===== src/rtl/pipe_mux_arb.sv =====
// pipe_mux_arb: N_CH-to-1 multiplexer/arbiter with one registered output stage.
// mode 0 picks the channel named by sel; mode 1 round-robins over valid channels.
// Optional transfer counter enabled by defining PIPE_MUX_ARB_STATS_EN.
module pipe_mux_arb #(
  parameter int unsigned N_CH  = 8,
  parameter int unsigned WIDTH = 1,
  parameter int unsigned SEL_W = 3
) (
  input  logic                    clk,
  input  logic                    rst_n,
  input  logic                    mode,
  input  logic [SEL_W-1:0]        sel,
  input  logic [N_CH*WIDTH-1:0]   in_data,
  input  logic [N_CH-1:0]         in_valid,
  output logic [N_CH-1:0]         in_ready,
  output logic [WIDTH-1:0]        out_data,
  output logic [SEL_W-1:0]        out_ch,
  output logic                    out_valid,
`ifdef PIPE_MUX_ARB_STATS_EN
  output logic [15:0]             xfer_cnt,
`endif
  input  logic                    out_ready
);

  logic             load;
  logic [SEL_W-1:0] ptr;
  logic [N_CH-1:0]  rr_mask;
  logic [N_CH-1:0]  rr_hi;
  logic             gnt_any;
  logic [SEL_W-1:0] gnt_idx;
  logic [WIDTH-1:0] gnt_data;

  // Output stage can accept a new word when empty or draining this cycle.
  assign load = !out_valid || out_ready;

  // Lowest-index set bit of a request vector.
  function automatic logic [SEL_W-1:0] first_set(input logic [N_CH-1:0] v);
    first_set = '0;
    for (int i = int'(N_CH) - 1; i >= 0; i--) begin
      if (v[i]) first_set = SEL_W'(i);
    end
  endfunction

  // Requests strictly above ptr have priority; otherwise wrap to the lowest request.
  always_comb begin
    rr_mask = '0;
    for (int i = 0; i < int'(N_CH); i++) begin
      rr_mask[i] = (i > int'(ptr));
    end
    rr_hi = in_valid & rr_mask;
  end

  // Grant selection for both arbitration modes.
  always_comb begin
    gnt_any = 1'b0;
    gnt_idx = '0;
    if (!mode) begin
      if (int'(sel) < int'(N_CH)) begin
        gnt_any = in_valid[sel];
        gnt_idx = sel;
      end
    end else begin
      gnt_any = |in_valid;
      gnt_idx = (|rr_hi) ? first_set(rr_hi) : first_set(in_valid);
    end
  end

  assign gnt_data = in_data[int'(gnt_idx)*int'(WIDTH) +: WIDTH];

  // One-hot ready to the granted channel; forced low during reset and stalls.
  always_comb begin
    in_ready = '0;
    if (rst_n && load && gnt_any) in_ready[gnt_idx] = 1'b1;
  end

  // Output register and round-robin pointer.
  always_ff @(posedge clk or negedge rst_n) begin
    if (!rst_n) begin
      out_valid <= 1'b0;
      out_data  <= '0;
      out_ch    <= '0;
      ptr       <= SEL_W'(N_CH - 1);
    end else if (load) begin
      if (gnt_any) begin
        out_valid <= 1'b1;
        out_data  <= gnt_data;
        out_ch    <= gnt_idx;
        if (mode) ptr <= gnt_idx;
      end else begin
        out_valid <= 1'b0;
      end
    end
  end

`ifdef PIPE_MUX_ARB_STATS_EN
  // Saturating count of completed output transfers.
  always_ff @(posedge clk or negedge rst_n) begin
    if (!rst_n) begin
      xfer_cnt <= '0;
    end else if (out_valid && out_ready && (xfer_cnt != 16'hFFFF)) begin
      xfer_cnt <= xfer_cnt + 16'd1;
    end
  end
`endif

endmodule


===== config.mk =====
export PLATFORM = sky130hd
export DESIGN_NAME = pipe_mux_arb
export DESIGN_NICKNAME = d
export VERILOG_FILES = /design/src/rtl/pipe_mux_arb.sv
export SDC_FILE = /design/constraint.sdc
export NUM_CORES = 1
export LEC_CHECK = 0
export CORE_ASPECT_RATIO = 0.75
export CORE_UTILIZATION = 46
export CTS_CLUSTER_DIAMETER = 100
export DETAILED_ROUTE_END_ITERATION = 8
export PLACE_DENSITY_LB_ADDON = 0.25
export SETUP_SLACK_MARGIN = 0.05
export SLEW_MARGIN = 10
export SYNTH_ARGS = -nofsm -noshare
export SYNTH_HDL_FRONTEND = slang
export SYNTH_SLANG_ARGS = --single-unit
export TNS_END_PERCENT = 100

===== constraint.sdc =====
create_clock -name clk -period 3.7 [get_ports clk]
set_input_delay 0.555 -clock clk [delete_from_list [all_inputs] [get_ports clk]]
set_output_delay 0.555 -clock clk [all_outputs]
set_load 0.02 [all_outputs]

After elaboration in Yosys (flattened, before gate mapping):

Index checks and enable logic that the tools add are counted.

* word-level logic and storage cells: 50
* flip-flop bits (word level): 8
* output and inout port bits: 13
* input port bits: 23

* bitwise gates (word level): 1
* reduce and logical (&&, ||, !) cells: 9
* $lt $le $gt $ge: 10
* muxes and demuxes: 25
* shift operators: 1

Operators with widths (count)
* $mux 3: 18
* $reduce_or 8->1: 2
* $gt 3x3->1 const A: 4
* $and 8x8->8: 1
* $lt 3x4->1 const B: 2
* $mux 8: 1
* $shiftx 8x4->1: 1
* $gt 2x3->1 const A: 2
* $mux 1: 4
* $bmux 1 s3: 1
* $demux 1 s3: 1
* $ge 3x1->1 const B: 1
* $gt 1x3->1 const A: 1
* $logic_and 1x1->1: 3
* $reduce_and 3->1: 1
* $reduce_and 2->1: 1
* $logic_not 1->1: 1
* $logic_or 1x1->1: 1

Depth between registers and ports, before layout:

Gate-level depths: netlist of the first run.

* depth after elaboration: 17
* mapped depth: 8
* mapped depth without buffers: 7

Worst setup path after synthesis of the first run:

No wires, ideal clock.

* kind: input to output
* from: input port in_valid[3]
* to: output port in_ready[0]
* path buffers: 0
* stages on the path: 6
* data required time: 3145 ps
* arrival time: 2481 ps
* path slack: 664 ps
* cells stage by stage: a21bo_2 > or2_1 > and4_1 > o31ai_2 > inv_1 > nor4b_1

* longest elaborated chain between the ends: 12
* elaborated cells between the ends (all ways): 23
* classes of those cells: 2 x order compare; 16 x mux; 1 x bitwise; 4 x reduce/logical

RTL lines
* start, declared: RTL line 14 `input logic [N_CH-1:0] in_valid,`
* $and 8x8->8: RTL line 50 `rr_hi = in_valid & rr_mask;`
* $mux 3 (4 in series): RTL line 40 `if (v[i]) first_set = SEL_W'(i);`
* $mux 3: RTL line 64 `gnt_idx = (|rr_hi) ? first_set(rr_hi) : first_set(in_valid);`
* $mux 3: RTL line 57 `if (!mode) begin`
* $lt 3x4->1 (not written as such) / $ge 3x1->1 (equally long branches): RTL line 73 `if (rst_n && load && gnt_any) in_ready[gnt_idx] = 1'b1;`
* $logic_and 1x1->1 (not written as such): RTL line 73
* $mux 1 (not written as such): RTL line 73
* $demux 1 s3: RTL line 73
* $mux 8 (*): RTL line 73
* end, declared: RTL line 15 `output logic [N_CH-1:0] in_ready,`

Every way passes the cells marked *; elsewhere a longest branch is shown, timed or not. The select of a mux whose other input is x is not followed.

Final worst setup path of the first run:

* from: input port in_valid[3]
* to: output port in_ready[3]

Same word-level chain as after synthesis.

==> flow_summary.yaml, run 1 <==
yosys:
  synth_area_leaders: "dfrtp_1 14%, dfstp_2 8.6%, mux4_1 5.7%"
  ys_warn_count: 0
  syn_avg_cell_area_sq_um: 9.118
  synth_edf_count: 0
  synth-async-reset-ratio: 1.000
  synthFlopType: "dfrtp_1"
  ys_seq_area_frac: 0.2215
  synth_top_area_cell: "dfrtp_1"
  syn_inst: 101
  synth_cell_type_count: 44
  synth_top_area_share: 0.1359
  synth-seq-cells: 8
  syn-cell-area_sq_um: 920.9
  synth_nets: 124
cts:
  clkSinkCount: 8
  cts_max_path_buffers: 2
  cts_tree: "yes"
  ctsHoldBuffers: 0
  cts_max_level: 1
  clkSlewWorstSetupHoldPaths_ns: 0.06
  cts_buffers: 3
  insertion_delay_ns: 0.27
  root_buffer: "clkbuf_4"
min_path:
  hold_path_class: "reg2reg"
worst_setup_path:
  cp-end-kind: "output port"
  crit_fanout: 5
  crit_type: "in2out"
  cp-start-kind: "input port"
  critPathRequiredTime_ns: 3.14
  worstPathArrival_ns: 2.98
run_status:
  outcome: "completed"
global_route:
  first_global_vias: 915
  gr-total-overflow: 0
  grt_start_max_net_pins: 12
  grtUsageTotal: 0.3028
  grt_first_pass_wirelength_mm: 4.574
  grt_antenna_before_repair: 0
die:
  die_x_microns: 53.67
  die_area_sq_um: 2187
  coreArea_sq_um: 1805
  initial_core_util: 0.5100
  io_pins: 36
  die_h_microns: 40.75
  rows: 13
sta:
  fmax_mhz: 282.9
  fin_crit_ns: 3.535
  fin_crit_sh: 0.9554
  slew_viol_final: 0
  rsz0062_at_grt: "false"
  setup_viol: 0
  relSlewSlack: 0.6811
  tightest_slew_ns: 0.4743
  timing.hold.ws_ns: 0.5178
  hold_viol_final: 0
  finalClockSkew_ns: 0.003832
detailed_routing:
  via_per_inst: 5.881
  drc: 0
  wl_per_cell_microns: 16.90
  first_pass_iters: 4
  routed_wl_mm: 2.974
  num_vias: 1035
  detail-route-antenna-nets: 0
  initialDrtViolationCount: 43
pwr:
  ir_worst_vdd_uv: 317.9
  p_leak_nw: 0.6147
  powerDensity_nw_per_um2: 470.9
placement:
  dp_hpwl_mm: 2.391
  gp_congestion: 1.029
  io_buffers: 35
  dpl.cell_count: 172
  place_area_sq_um: 1365
cells_and_area:
  syn_to_final_growth_pct: 52.85
  nNetsFinal: 178
  layout.cells.non_filler: 176
  layout-drive-gt1-share: 0.2987
  stdcell_area_sq_um: 1408
  nFillCells: 128
  insertedDiodeCount: 0
flow_run:
  cap_violations: 0
[state kept, by name, indices dropped and copies added (netlist names)]
| name | flops |
|---|---|
| out_ch | 3 |
| ptr | 3 |
| out_data | 1 |
| out_valid | 1 |
[routing by layer]
metal  up-vias  track usage  wire (microns)
met2        54       0.4969            1350
met5         -            0               0
met3         4      0.06667             212
met1       492       0.4128            1386
met4         0      0.05263              24
li1        485            -               -
[layout make-up]
cell class	count	area (sq um)	area share
clock buffer	4	26.28	0.01867
inverter	6	22.52	0.01600
multi-input combinational	83	650.6	0.4622
sequential	8	203.9	0.1449
tap	22	27.53	0.01956
timing repair buffer	53	476.7	0.3387
[metrics by stage]
step / utilization / setup TNS, ns / worst slack (ns) / power (mW)
6_report: 0.7796 / 0 / 0.1651 / 0.6628
5_1_grt: 0.7796 / 0 / 0.05332 / 0.6977
4_1_cts: 0.7762 / 0 / 0.07569 / 0.6519
3_5_place_dp: 0.7561 / -0.4605 / -0.1508 / 0.5670
3_3_place_gp: 0.7561 / -0.1794 / -0.09057 / 0.5526
2_1_floorplan: - / 0 / 0.6637 / 0.4218
[critical path, stage by stage]
cell	delay [ns]
clkdlybuf4s50_1	0.48
a21bo_2	0.23
or2_1	0.25
and4_1	0.28
a31oi_2	0.25
o31ai_4	0.13
or2_2	0.34
nor3_1	0.14
clkdlybuf4s15_1	0.33
[cells by family after synthesis]
logic type / after synthesis / synth area share
and+or+nand+nor: 44 / 0.2772
AOI/OAI and AO/OA: 31 / 0.2487
buffers and inverters: 10 / 0.09918
muxes: 8 / 0.1535
DFF: 8 / 0.2215
[repair_timing]
action	CTS	global route
gates resized for setup	11	8
pin swaps	0	1
endpoints found under the setup margin	8	5
buffers inserted	0	0
[power breakdown]
group	switching, mW	total (mW)	internal, mW
Sequential	0.0469	0.180	0.133
Combinational	0.196	0.403	0.207
Clock	0.0377	0.0795	0.0418
[placed cells by master, fill, tap and decap left out, types with 2 or more instances in the layout]
| master | n |
|---|---|
| o21ai_1 | 2 |
| clkbuf_4 | 3 |
| nor3b_1 | 2 |
| mux2_2 | 3 |
| dfstp_2 | 3 |
| mux4_1 | 2 |
| clkdlybuf4s50_1 | 27 |
| o21ai_0 | 6 |
| buf_4 | 18 |
| mux4_2 | 2 |
| dfrtp_1 | 5 |
| nand2b_1 | 3 |
| nor4b_1 | 2 |
| a21oi_1 | 8 |
| inv_1 | 6 |
| nor3_1 | 2 |
| nand2_1 | 4 |
| nor2_1 | 12 |
| nor2b_1 | 3 |
| dlygate4sd2_1 | 5 |
| or2_2 | 2 |
| nand3_1 | 3 |
| o22ai_4 | 2 |
[final timing paths]
kind,startpoint,endpoint,slack [ns],cells past startpoint
hold / removal,out_ch[2],out_ch[2],0.52,1
hold reg to reg,out_ch[2],out_ch[2],0.52,1
setup / recovery,in_valid[3],in_ready[3],0.17,9
setup reg to reg,ptr[1],out_data,1.31,8
min in group asynchronous,rst_n,out_valid,0.62,2
max in group asynchronous,rst_n,ptr[2],2.87,2
[cell usage after synthesis, drive strengths merged, types with 3 or more instances]
| cell type | count |
|---|---|
| nor2 | 12 |
| a21oi | 9 |
| o21ai | 8 |
| inv | 6 |
| dfrtp | 5 |
| nand2 | 5 |
| mux4 | 4 |
| or2 | 4 |
| dfstp | 3 |
| mux2 | 3 |
| nand2b | 3 |
| nand3 | 3 |
| nor2b | 3 |
(Power assumes the default switching activity.)
==> inputs of run 2 (changes only) <==
--- a/config.mk
+++ b/config.mk
@@ -6,9 +6,10 @@
 export NUM_CORES = 1
 export LEC_CHECK = 0
 export CORE_ASPECT_RATIO = 0.75
-export CORE_UTILIZATION = 46
+export CORE_UTILIZATION = 50
 export CTS_CLUSTER_DIAMETER = 100
 export DETAILED_ROUTE_END_ITERATION = 8
+export DONT_BUFFER_PORTS = 1
 export PLACE_DENSITY_LB_ADDON = 0.25
 export SETUP_SLACK_MARGIN = 0.05
 export SLEW_MARGIN = 10
==> constraint.sdc (replaced) <==
create_clock -name clk -period 4.2 [get_ports clk]
set_input_delay 0.63 -clock clk [delete_from_list [all_inputs] [get_ports clk]]
set_output_delay 0.63 -clock clk [all_outputs]
set_load 0.02 [all_outputs]
==> run 2 against run 1 <==
Non-clock buffer count shrank 51; largest cell class unchanged; critical endpoint is now in_ready[7]; power shrank 32%; clock power shrank 18%; critical path depth shrank 2; count of clock-buffer cells in the layout is the same.
==> flow_summary.yaml, run 2 (synthesis gave the netlist of run 1 again) <==
run_status:
  outcome: "completed"
sta:
  fmax_mhz: 286.4
  fin_crit_sh: 0.8312
  rsz0062_at_grt: "false"
  relSlewSlack: 0.4940
  fin_crit_ns: 3.491
  setup_tns_ns: 0
  slew_viol_final: 0
  setup_viol: 0
  finalClockSkew_ns: 0.01129
  hold_viol_final: 0
  tightest_slew_ns: 0.7590
worst_setup_path:
  reg2reg_to: "out_data"
  slowest_stage: "a21oi_1"
  reg2regPathDepth: 7
  crit_fanout: 11
  worstPathCellList: "mux4_2, mux2_2, o21ai_0, a21oi_1, nand2_1, or2_2, nor3b_1"
  max_stage_delay_ns: 0.61
  cp-end-kind: "output port"
  r2r_slack_ns: 1.85
  worstPathArrival_ns: 2.86
  worstReg2RegStart: "ptr[2]"
  crit_type: "in2out"
  cp-start-kind: "input port"
  critPathRequiredTime_ns: 3.57
  crit_path_end: "in_ready[7]"
  crit_path_start: "sel[2]"
die:
  io_pins: 36
  initial_core_util: 0.5341
  rows: 13
  die_h_microns: 39.17
  die_area_sq_um: 2019
  coreArea_sq_um: 1724
  die_x_microns: 51.56
cts:
  clkSinkCount: 8
  cts_max_path_buffers: 2
  root_buffer: "clkbuf_4"
  insertion_delay_ns: 0.26
  ctsHoldBuffers: 0
  cts_tree: "yes"
  cts_max_level: 1
  clkSlewWorstSetupHoldPaths_ns: 0.06
  cts_resized: 0
  cts_buffers: 3
  post_cts_buffers: 0
detailed_routing:
  detail-route-antenna-nets: 0
  initialDrtViolationCount: 23
  routed_wl_mm: 1.880
  num_vias: 793
  first_pass_iters: 4
  drc: 0
  wl_per_cell_microns: 15.04
  via_per_inst: 6.344
cells_and_area:
  syn_to_final_growth_pct: 0
  stdcell_area_sq_um: 920.9
  top_regs: "out_ch x3, ptr x3"
  insertedDiodeCount: 0
  layout_common_cells: "12 x nor2_1, 9 x a21oi_1, 8 x o21ai_0, 6 x inv_1, 5 x dfrtp_1"
  layout-drive-gt1-share: 0.2524
  final_common_cell: "nor2_1"
  nNetsFinal: 127
  nFillCells: 181
min_path:
  hold_path_class: "in2async"
pwr:
  p_leak_nw: 0.3580
  ir_worst_vdd_uv: 209.0
  powerDensity_nw_per_um2: 491.3
placement:
  place_area_sq_um: 894.6
  dp_hpwl_mm: 1.476
  io_buffers: 0
  gp_congestion: 0.8155
global_route:
  grt_first_pass_wirelength_mm: 3.098
  grt_start_max_net_pins: 12
  grt_antenna_before_repair: 0
  first_global_vias: 677
  gr-total-overflow: 0
  grtUsageTotal: 0.2172
flow_run:
  cap_violations: 0
==> run 2: cell count changes in the layout (fill, tap and decap cells not counted), sizes merged <==
cell | before | now
buf | 18 | 2
clkbuf | 5 | 4
clkdlybuf4s15 | 1 | 0
clkdlybuf4s50 | 27 | 0
dlygate4sd2 | 5 | 0
dlymetal6s2s | 1 | 0
==> run 2: worst min path at each step <==
stage | end | slack (ns) | cells after the start
floorplan | out_ch[0] | 0.33 | 0
global placement | out_ch[0] | 0.33 | 0
detailed placement | out_ch[1] | 0.33 | 0
CTS | out_ch[0] | 0.05 | 0
global route | out_ch[0] | 0.04 | 0
finish | out_ch[0] | 0.05 | 0
==> run 2: where the power goes <==
group	internal, mW	switching [mW]
logic	0.101	0.108
registers	0.117	0.0612
clock network	0.0365	0.0288
total	0.255	0.198
==> run 2: area by class of cell <==
cell class	instances	area, sq um	area share
inverter	6	22.52	0.02446
multi-input combinational	83	625.6	0.6793
timing repair buffer	2	15.01	0.01630
tap	22	27.53	0.02989
sequential	8	203.9	0.2215
clock buffer	4	26.28	0.02853
==> run 2: metal layers <==
| metal | part of all wire | vias to the layer above | track usage |
|---|---|---|---|
| li1 | - | 380 | - |
| met1 | 0.50 | 378 | 0.3317 |
| met2 | 0.42 | 33 | 0.2922 |
| met3 | 0.080 | 2 | 0.07843 |
| met4 | 0.0021 | 0 | 0.02027 |
| met5 | 0 | - | 0 |
==> run 2: metrics by stage <==
| step | power (mW) | utilization | hold WS (ns) | instances | setup WS, ns |
|---|---|---|---|---|---|
| global route | 0.4890 | 0.5341 | 0.03785 | 125 | 0.4829 |
| global placement | 0.3825 | 0.5189 | 0.3347 | 121 | 0.7783 |
| CTS | 0.4530 | 0.5341 | 0.05036 | 125 | 0.7019 |
| finish | 0.4524 | 0.5341 | 0.05309 | 125 | 0.7089 |
| floorplan | 0.3716 | - | 0.3344 | 101 | 1.014 |
| detailed placement | 0.3857 | 0.5189 | 0.3346 | 121 | 0.6997 |
==> run 2: critical path, delay by kind of cell <==
kind	cells	cell delay, ns
multiplexers	2	0.44
AO/OA/AOI/OAI	2	0.70
AND/OR/NAND/NOR	3	1.10
==> inputs of run 3 (changes only) <==
==> constraint.sdc (replaced) <==
create_clock -name clk -period 3.2 [get_ports clk]
set_input_delay 0.48 -clock clk [delete_from_list [all_inputs] [get_ports clk]]
set_output_delay 0.48 -clock clk [all_outputs]
set_load 0.02 [all_outputs]
==> run 3 against run 2 <==
Non-clock buffer count grew 5; register-to-register slack lost 1.0 ns; via count grew 3.4%; flip-flop and latch count is the same; clock power grew 25%; largest power group unchanged.
==> flow_summary.yaml, run 3 (synthesis gave the netlist of run 1 again) <==
detailed_routing:
  drc: 0
  via_per_inst: 6.308
  routed_wl_mm: 1.934
  detail-route-antenna-nets: 0
  wl_per_cell_microns: 14.88
  num_vias: 820
  initialDrtViolationCount: 19
  first_pass_iters: 4
pwr:
  clockPowerShare: 0.136
  power_switching_share: 0.4326
  powerDensity_nw_per_um2: 623.9
  combPwrFrac: 0.477
  switching_power_uw: 260.7
  p_leak_nw: 0.3853
  ir_worst_vdd_uv: 293.7
  p_int_uw: 341.9
  seqPwrFrac: 0.387
sta:
  fin_crit_ns: 2.953
  fmax_mhz: 338.7
  setup_viol: 0
  setup_tns_ns: 0
  finalClockSkew_ns: 0.009856
  fin_crit_sh: 0.9227
  relSlewSlack: 0.5229
  slew_viol_final: 0
  hold_viol_final: 0
  tightest_slew_ns: 0.7157
  rsz0062_at_grt: "false"
global_route:
  first_global_vias: 653
  grt_antenna_before_repair: 0
  grt_start_max_net_pins: 12
  grtUsageTotal: 0.2057
  gr-total-overflow: 0
  grt_first_pass_wirelength_mm: 2.987
cells_and_area:
  final_common_cell: "nor2_1"
  top_regs: "out_ch x3, ptr x3"
  layout-drive-gt1-share: 0.2870
  multi_input_area_sq_um: 630.6
  nFillCells: 186
  insertedDiodeCount: 0
  seqCellArea_sq_um: 203.9
  layout_common_cells: "12 x nor2_1, 9 x a21oi_1, 6 x o21ai_0, 6 x inv_1, 6 x buf_4"
  syn_to_final_growth_pct: 4.891
  layout.cells.non_filler: 130
  stdcell_area_sq_um: 965.9
  nNetsFinal: 132
worst_setup_path:
  cp-start-kind: "flip-flop"
  crit_fanout: 7
  cp-end-kind: "output port"
  worstPathArrival_ns: 2.47
  critPathRequiredTime_ns: 2.72
  crit_type: "reg2out"
die:
  io_pins: 36
  die_h_microns: 39.17
  die_x_microns: 51.56
  die_area_sq_um: 2019
  initial_core_util: 0.5341
  rows: 13
  coreArea_sq_um: 1724
cts:
  post_cts_buffers: 0
  cts_max_path_buffers: 2
  cts_buffers: 3
  cts_max_level: 1
  clkSlewWorstSetupHoldPaths_ns: 0.05
  cts_tree: "yes"
  root_buffer: "clkbuf_4"
  clkSinkCount: 8
  insertion_delay_ns: 0.25
flow_run:
  cap_violations: 0
placement:
  io_buffers: 0
  place_area_sq_um: 924.6
  dp_hpwl_mm: 1.513
  gp_congestion: 0.8030
  dpl.cell_count: 125
min_path:
  hold_path_class: "in2async"
run_status:
  outcome: "completed"
-- run 3: path summary, 6_finish.rpt --
check / from / to / slack (ns) / cells past startpoint
max: ptr[0] / in_ready[6] / 0.25 / 7
min: rst_n / ptr[2] / 0.07 / 0
max reg2reg: ptr[2] / out_data / 0.85 / 7
min reg2reg: ptr[1] / ptr[1] / 0.54 / 2
max in group asynchronous: rst_n / out_ch[1] / 2.49 / 1
min in group clk: out_ready / out_valid / 0.31 / 1
-- run 3: stage by stage --
stage | utilization | power (mW) | worst slack [ns] | hold WS (ns)
after global routing | 0.5602 | 0.6467 | 0.06439 | 0.05617
final | 0.5602 | 0.6026 | 0.2472 | 0.07449
after detailed placement | 0.5363 | 0.5114 | 0.2227 | 0.1846
after floorplan | - | 0.4877 | 0.3137 | 0.1844
after global placement | 0.5363 | 0.5064 | 0.2909 | 0.1847
after CTS | 0.5573 | 0.5976 | 0.2077 | 0.06552
-- run 3: final cells by class --
class,instances,share of cell area
Clock buffer,4,0.02720
Inverter,6,0.02332
Multi-Input combinational cell,83,0.6529
Sequential cell,8,0.2111
Tap cell,22,0.02850
Timing Repair Buffer,7,0.05699
-- run 3: per-layer routing --
layer  share of wire  vias to the layer above  track usage
met5               0                        -            0
met4               0                        0            0
met3           0.064                        0      0.07059
met2            0.43                       30       0.3149
met1            0.51                      399       0.2945
li1                -                      391            -
-- run 3: timing repair --
| action | 4_1_cts | 5_1_grt |
|---|---|---|
| setup endpoints to repair | 0 | 4 |
| hold buffers | 1 | 0 |
| resized for setup | 0 | 3 |
| hold endpoints to repair | 5 | 0 |
-- run 3: power groups by stage --
| stage | combinational (mW) | sequential [mW] | clock, mW |
|---|---|---|---|
| after floorplan | 0.285 | 0.203 | 0 |
| after global placement | 0.273 | 0.234 | 0 |
| after detailed placement | 0.277 | 0.234 | 0 |
| after CTS | 0.280 | 0.233 | 0.0840 |
| after global routing | 0.315 | 0.242 | 0.0896 |
| final | 0.288 | 0.233 | 0.0819 |
-- run 3: worst max-delay path, cell delays in order, from the launching register on --
cell,delay (ns)
dfstp_2,0.39
a21bo_2,0.22
or2_1,0.24
and4_1,0.26
o31ai_2,0.50
nand3_1,0.21
nor3b_1,0.23
buf_4,0.17
